[src/rtl/matrix_elem_sender.sv]
// matrix_elem_sender
//   Formats one signed matrix element as decimal ASCII and streams it, one
//   byte at a time, to a UART TX byte transmitter. Three request types:
//     normal       : ['-'] digits (SEP_CHAR | EOL_CHAR)
//     is_id        : ID_CHAR digits EOL_CHAR
//     newline_only : EOL_CHAR
//   Leading zeros are suppressed; zero prints as "0".
//
// Ports
//   clk, rst          clock, synchronous active-high reset
//   data              signed element (ELEM_W bits), latched on accepted start
//   start             request pulse, accepted only while ready=1
//   is_last_col       latched with start; selects EOL_CHAR as terminator
//   newline_only      latched with start; send EOL_CHAR only
//   is_id             latched with start; '#'-prefixed ID line
//   ready             idle and able to accept start
//   done              one-cycle pulse after the last byte's tx_done
//   tx_data/tx_start  byte and launch pulse toward the UART
//   tx_ready/tx_done  UART idle flag and per-byte completion pulse

module matrix_elem_sender #(
  parameter int          ELEM_W   = 8,
  parameter logic [7:0]  SEP_CHAR = 8'h20,
  parameter logic [7:0]  EOL_CHAR = 8'h0A,
  parameter logic [7:0]  ID_CHAR  = 8'h23
) (
  input  logic              clk,
  input  logic              rst,
  input  logic [ELEM_W-1:0] data,
  input  logic              start,
  input  logic              is_last_col,
  input  logic              newline_only,
  input  logic              is_id,
  output logic              ready,
  output logic              done,
  output logic [7:0]        tx_data,
  output logic              tx_start,
  input  logic              tx_ready,
  input  logic              tx_done
);

  // Magnitude is one bit wider than the element so the most negative value
  // (e.g. -128 -> 128) is representable. Comparisons against the decimal
  // powers happen at 17 bits, wide enough for 10000 and for ELEM_W=16.
  localparam int MAG_W = ELEM_W + 1;
  localparam int CMP_W = 17;

  typedef enum logic [2:0] {
    S_IDLE, S_BUILD, S_CONV, S_ISSUE, S_WAIT_TX, S_FINISH
  } state_t;

  state_t            state;
  logic [ELEM_W-1:0] data_q;
  logic              last_q, nl_q, id_q;
  logic [7:0]        byte_buf [8];
  logic [3:0]        wr_cnt;
  logic [3:0]        rd_ptr;
  logic [MAG_W-1:0]  mag_q;
  logic [2:0]        pow_idx;
  logic [3:0]        digit_q;
  logic              seen_q;

  function automatic logic [CMP_W-1:0] pow10(input logic [2:0] idx);
    case (idx)
      3'd0:    pow10 = 17'd10000;
      3'd1:    pow10 = 17'd1000;
      3'd2:    pow10 = 17'd100;
      3'd3:    pow10 = 17'd10;
      default: pow10 = 17'd1;
    endcase
  endfunction

  logic [MAG_W-1:0] data_ext;
  logic [MAG_W-1:0] mag_abs;
  logic [CMP_W-1:0] mag_ext;
  logic [CMP_W-1:0] pow_cur;
  logic             push_dig;
  logic [7:0]       dig_ascii;
  logic [7:0]       term_char;
  logic [2:0]       term_idx;

  always_comb begin
    data_ext  = {data_q[ELEM_W-1], data_q};
    mag_abs   = data_q[ELEM_W-1] ? (~data_ext + MAG_W'(1)) : data_ext;
    mag_ext   = CMP_W'(mag_q);
    pow_cur   = pow10(pow_idx);
    // Emit a digit once a nonzero digit has been seen, or always for ones.
    push_dig  = (digit_q != 4'd0) || seen_q || (pow_idx == 3'd4);
    dig_ascii = 8'h30 + {4'h0, digit_q};
    term_char = (id_q || last_q) ? EOL_CHAR : SEP_CHAR;
    term_idx  = wr_cnt[2:0] + 3'd1;
  end

  // ready is decoded from the state register; it is forced low while rst is
  // high so it is 0 during reset and 1 on the first cycle after release.
  assign ready = (state == S_IDLE) && !rst;

  always_ff @(posedge clk) begin
    if (rst) begin
      state    <= S_IDLE;
      data_q   <= '0;
      last_q   <= 1'b0;
      nl_q     <= 1'b0;
      id_q     <= 1'b0;
      wr_cnt   <= '0;
      rd_ptr   <= '0;
      mag_q    <= '0;
      pow_idx  <= '0;
      digit_q  <= '0;
      seen_q   <= 1'b0;
      tx_data  <= 8'h00;
      tx_start <= 1'b0;
      done     <= 1'b0;
      for (int i = 0; i < 8; i++) byte_buf[i] <= 8'h00;
    end else begin
      tx_start <= 1'b0;
      done     <= 1'b0;
      case (state)
        S_IDLE: begin
          if (start) begin
            data_q <= data;
            last_q <= is_last_col;
            nl_q   <= newline_only;
            id_q   <= is_id;
            state  <= S_BUILD;
          end
        end

        S_BUILD: begin
          rd_ptr  <= '0;
          pow_idx <= '0;
          digit_q <= '0;
          seen_q  <= 1'b0;
          mag_q   <= mag_abs;
          if (nl_q) begin
            byte_buf[0] <= EOL_CHAR;
            wr_cnt      <= 4'd1;
            state       <= S_ISSUE;
          end else if (id_q) begin
            byte_buf[0] <= ID_CHAR;
            wr_cnt      <= 4'd1;
            state       <= S_CONV;
          end else if (data_q[ELEM_W-1]) begin
            byte_buf[0] <= 8'h2D;
            wr_cnt      <= 4'd1;
            state       <= S_CONV;
          end else begin
            wr_cnt      <= 4'd0;
            state       <= S_CONV;
          end
        end

        // One subtraction per cycle; when the remainder drops below the
        // current power the digit is final and we step to the next power.
        S_CONV: begin
          if (mag_ext >= pow_cur) begin
            mag_q   <= MAG_W'(mag_ext - pow_cur);
            digit_q <= digit_q + 4'd1;
          end else begin
            if (push_dig) byte_buf[wr_cnt[2:0]] <= dig_ascii;
            seen_q  <= seen_q | (digit_q != 4'd0);
            digit_q <= '0;
            if (pow_idx == 3'd4) begin
              // ones digit is always pushed, so terminator lands right after
              byte_buf[term_idx] <= term_char;
              wr_cnt             <= wr_cnt + 4'd2;
              state              <= S_ISSUE;
            end else begin
              wr_cnt  <= wr_cnt + {3'b000, push_dig};
              pow_idx <= pow_idx + 3'd1;
            end
          end
        end

        S_ISSUE: begin
          if (tx_ready) begin
            tx_data  <= byte_buf[rd_ptr[2:0]];
            tx_start <= 1'b1;
            state    <= S_WAIT_TX;
          end
        end

        // done is raised on entry to FINISH so it is seen while ready is
        // still low; ready rises the cycle after.
        S_WAIT_TX: begin
          if (tx_done) begin
            if (rd_ptr == wr_cnt - 4'd1) begin
              done  <= 1'b1;
              state <= S_FINISH;
            end else begin
              rd_ptr <= rd_ptr + 4'd1;
              state  <= S_ISSUE;
            end
          end
        end

        S_FINISH: state <= S_IDLE;

        default:  state <= S_IDLE;
      endcase
    end
  end

endmodule

[config.mk]
export PLATFORM = sky130hd
export DESIGN_NAME = matrix_elem_sender
export DESIGN_NICKNAME = d
export VERILOG_FILES = /design/src/rtl/matrix_elem_sender.sv
export SDC_FILE = /design/constraint.sdc
export NUM_CORES = 1
export LEC_CHECK = 0
export CORE_AREA = 2 2 119 121
export CTS_BUF_LIST = sky130_fd_sc_hd__clkbuf_4
export CTS_CLUSTER_DIAMETER = 40
export DETAILED_ROUTE_END_ITERATION = 10
export DIE_AREA = 0 0 121 123
export PLACE_DENSITY_LB_ADDON = 0.08
export SETUP_SLACK_MARGIN = 0.3
export SLEW_MARGIN = 20
export SYNTH_ARGS = -nofsm -noshare
export SYNTH_HDL_FRONTEND = slang
export SYNTH_SLANG_ARGS = --single-unit
[constraint.sdc]
create_clock -name clk -period 8.8 [get_ports clk]
set_input_delay 1.76 -clock clk [delete_from_list [all_inputs] [get_ports clk]]
set_output_delay 1.76 -clock clk [all_outputs]
set_load 0.01 [all_outputs]
---- Word-level counts from Yosys, hierarchy flattened ----
Memories as Yosys holds them, arrays and structs flattened. A register that Yosys moved wholly into a read port is not among the register bits.
Cells that the tools add are included.
cells by class
  add/sub/neg operators ................... 10
  $lt $le $gt $ge ......................... 1
  eq/ne operators ......................... 17
  mux-type cells .......................... 67
  bitwise logic cells ..................... 8
  reduce and logical (&&, ||, !) cells .... 21
operators with widths
  cell                                                 number
  one-hot mux 14 bit (4 select lines)                  1
  two-way mux 1 bit                                    36
  two-way mux 7 bit                                    5
  two-way mux 3 bit                                    10
  one-hot mux 4 bit (2 select lines)                   3
  two-way mux 4 bit                                    5
  two-way mux 9 bit                                    2
  one-hot mux 9 bit (2 select lines)                   1
  inequality test 2 bit, second input constant         8
  one-hot mux 3 bit (5 select lines)                   1
  >= comparator 9 x 14 -> 1 bit                        1
  OR reduction 7 bit                                   2
  equality test 3 x 2 -> 1 bit, second input constant  4
  adder 9 x 1 -> 9 bit, second input constant          1
  NOT 9 bit                                            1
  subtractor 9 bit                                     1
  adder 4 x 1 -> 4 bit, second input constant          2
  AND reduction 2 bit                                  4
  adder 6 x 4 -> 7 bit, first input constant           1
  adder 3 x 1 -> 3 bit, second input constant          2
  equality test 3 x 1 -> 1 bit, second input constant  2
  equality test 3 bit, second input constant           2
  logical NOT 3 bit                                    2
  two-way mux 6 bit                                    1
  other kinds (17)                                     26
storage, ports and cells
  register bits after elaboration ......... 49
  bits in writable memories ............... 56
  bits of input ports ..................... 16
  output and inout port bits .............. 11
  word-level logic and storage cells ...... 139
  memories kept ........................... 1
memory list
  memory    words  width  rd ports  clocked after Yosys merged registers in  write ports  RTL line  text
  byte_buf  8      7      1         1                                        8            55        logic [7:0] byte_buf [8];

---- Logic depth before layout (Yosys ltp) ----
  depth in word-level cells ............... 10
  depth in mapped cells ................... 13
  mapped depth without buffers ............ 12

---- Worst setup path before layout ----
OpenSTA, ideal clock, no wires.
  path type ............................... in2out
  from .................................... input rst
  to ...................................... output ready
  arrival ................................. 2,454 ps
  required time ........................... 7,040 ps
  path slack .............................. 4,586 ps
  stages .................................. 3
  path buffers ............................ 2
  cell sequence ........................... buf_2 -> clkbuf_1 -> nor4_1
between the ends
  word-level cells in the longest chain between the ends .. 2
RTL lines
  what               RTL line  text
  from (decl)        28        input logic rst,
  logical NOT 1 bit  96        assign ready = (state == S_IDLE) && !rst;
  logical AND 1 bit  96
  to (decl)          34        output logic ready,
Every way passes these cells.

---- Worst setup path after layout ----
Same ends and word-level chain as after synthesis.

==> metrics.txt <==
run status finished clean; CP Max Fanout 54; row count 43; sequential area share after synthesis 0.4003; Die Height 123 microns; LEAKAGE between 0.002 and 0.0025 uW; CTS Root Cell clkbuf_4; Worst Max-Slew Pin Slew between 0.9 and 1 ns; largest net degree at the start of global routing between 50 and 60; Syn Area/Cell around 9 sq um; CP max stage delay roughly 0.59 ns; initial antenna violation count 0; Setup WS post-layout 4.035 ns; Layout Nets between 600 and 700; Final Cell Area between 5000 and 6000 sq um; Crit Path Class input port to primary output; Data required, critical path slightly above 7 ns; hold_buf cts 0; synthesized flop and latch total 95; filler cell count in the final layout 1344; reg2reg path depth 12; RSZ-0062 raised after global routing false; Internal roughly 660 uW; Worst setup EP type primary output; CP Launch Point rst; Starting Density 0.3931; setup repair bufs after CTS 0; Worst Skew 0.01247 ns; setup_tns 0 ns; Post-Synthesis Cells 597; Synth top area share 0.2656; Comb pwr share 0.248; CTS tree built; RR Startpoint pow_idx[0]; NetSw 337.2 uW; Distinct cells, synth 68; CP Launch Type input port; Syn Std Cell Area 5351 sq um; Power, Total 999.8 uW; Fin. Hold Viols 0; hold path cells 2; Area after DPL 5713 sq um; Worst Hold Path EP byte_buf[7][2]; clock tree sinks 95; Post-synth EDFFs 24; cts repair resizes 0; Vias/cell roughly 5.6; # IOs 27; GP Congestion between 0.8 and 0.9; total global routing overflow 0; HP Start byte_buf[7][2]; Pwr per Cell Area between 150 and 200 nW/um^2; drt first pass iters 5; worst skew pair latency 0.48 ns; final period utilization 0.5415; Synth Warn # 0; Slew Viols, Final 0; Post-synth top flop dfxtp_1; area leader, netlist dfxtp_1; Worst R2R Setup Slack 4.90 ns; CTS H-tree lvls 3; first-pass GRT wire length between 20 and 25 mm; Rel. slew slack 0.3840; Area Overhead vs Synth 9.703%; sw frac 0.3373; Non-Filler Instances approximately 800; HP Class flop to flop; fraction of layout cells with a size suffix above 1 0.09314; Final min period 4.765 ns; highest-delay cell along the critical path clkdlybuf4s50_1; Post-DP HPWL a little over 10 mm; total CTS buffers 9; pre-CTS setup slack around 4 ns; Max Cap Violations 0; worst path arrival time approximately 3.0 ns; ANT cells 0; critical path cell sequence buf_2, buf_4, nor4_1, clkdlybuf4s50_1; final setup fails 0; placed cells slightly below 800; vias in the first global route around 4200; Fmax 209.9 MHz; deepest clock path buffer count 2; total wire length between 10 and 15 mm; I/O Buffers 24; final antenna-violating net count 0; sequential power share 0.499; die span in x around 120 microns; R2R Path End byte_buf[6][1]; core area around 14000 sq um; top cells by area, synth dfxtp_1 27%, edfxtp_1 13%, ha_1 6.5%, nand2_1 6.0%, mux4_2 5.1%; DRC violations left 0; Vias 4416; GRT Total Usage 0.1985; Routed WL per cell between 15 and 20 microns; DR iter-0 viols between 200 and 300; Die Area around 15000 sq um; FFs w/ async S/R, synth 0; clock power share 0.252; clk slew on worst S/H paths roughly 0.15 ns; Peak VDD IR roughly 0.081 mV
## worst max-delay path by stage
stage / depth (start not counted) / to
finish: 4 / ready
CTS: 4 / ready
floorplan: 3 / ready
detailed placement: 4 / ready
global placement: 4 / ready
global route: 4 / ready
## layout make-up
class                   count  area, sq um  share of cell area
clock buffers              10        75.07             0.01279
clock inverters             6        68.82             0.01172
inverters                  23        86.33             0.01471
multi-input cells         450         3008              0.5124
flip-flops and latches     95         2142              0.3649
well taps                 180        225.2             0.03836
repair buffers             28        265.3             0.04518
## critical path, delay by kind of cell
family / cells / cell delay (ns)
buf+inv: 3 / 0.99
simple gates: 1 / 0.23
## power by group through the flow
stage                     clock network, uW  logic (uW)  registers [uW]
final                                   252         248             499
after floorplan                           0         196             493
after detailed placement                  0         249             509
after global placement                    0         246             508
after global routing                    278         279             503
after CTS                               260         250             499
## routing by layer
metal | wire [microns] | track usage | vias up
met2 | 7177 | 0.3588 | 85
li1 | - | - | 2174
met1 | 6231 | 0.2363 | 2141
met3 | 440 | 0.04336 | 16
met5 | 0 | 0 | -
met4 | 261 | 0.05814 | 0
## stage by stage
step,hold slack (ns),utilization
3_5_place_dp,0.4529,0.4197
3_3_place_gp,0.4396,0.4197
6_report,0.4698,0.4313
5_1_grt,0.4946,0.4313
4_1_cts,0.4716,0.4303
2_1_floorplan,0.4207,-
## sequential cells by signal (all words and copies together) (netlist names)
register  cells
byte_buf     48
data_q        8
digit_q       4
done          1
id_q          1
last_q        1
mag_q         9
nl_q          1
pow_idx       3
rd_ptr        4
seen_q        1
state         3
tx_data       6
tx_start      1
wr_cnt        4
## placed cells by master, fill, tap and decap left out, types with 4 or more instances in the layout
cell / synthesis / final
nand2_1: 86 / 86
or3_1: 6 / 6
a21oi_1: 40 / 40
edfxtp_1: 24 / 24
o21a_1: 5 / 5
nand3_1: 21 / 21
clkdlybuf4s50_1: 0 / 23
or2_2: 7 / 7
o211ai_1: 5 / 5
clkbuf_4: 0 / 10
o21ai_0: 32 / 32
xnor2_1: 12 / 12
a211oi_1: 11 / 11
dfxtp_1: 71 / 71
buf_4: 3 / 4
and3_1: 15 / 15
inv_1: 20 / 20
xor2_1: 5 / 5
ha_1: 28 / 28
nand2b_1: 7 / 7
nor2_1: 53 / 53
nor3_2: 9 / 10
o22ai_1: 10 / 10
a32o_1: 4 / 4
nor3b_1: 5 / 5
mux4_2: 12 / 12
mux2i_1: 10 / 10
nor3_1: 11 / 10
## kinds of logic (layout without fill, tap and decap cells)
logic type | count (synthesis) | in the layout | synth area share
AO/OA/AOI/OAI | 138 | 138 | 0.1644
XOR/XNOR | 18 | 18 | 0.03203
adder cells (fa/ha/maj) | 29 | 29 | 0.06921
buffers and inverters | 53 | 67 | 0.04091
flip-flops | 95 | 95 | 0.4003
multiplexers | 24 | 24 | 0.07342
other | 1 | 2 | 0.0007008
AND/OR/NAND/NOR | 239 | 239 | 0.2191
## cell usage after synthesis (4+ instances only)
cell type / count
edfxtp_1: 24
nor3b_1: 5
o211ai_1: 5
clkbuf_1: 18
xor2_1: 5
a32o_1: 4
ha_1: 28
o21ai_0: 32
o22ai_1: 10
nor3_2: 9
or2_2: 7
nor3_1: 11
a21oi_1: 40
xnor2_1: 12
nand2b_1: 7
nand3_1: 21
buf_2: 7
nand2_1: 86
nor2_1: 53
or3_1: 6
mux4_2: 12
and3_1: 15
o21a_1: 5
inv_1: 20
mux2i_1: 10
dfxtp_1: 71
a211oi_1: 11
No activity file was read; power rests on OpenSTA's default activity.
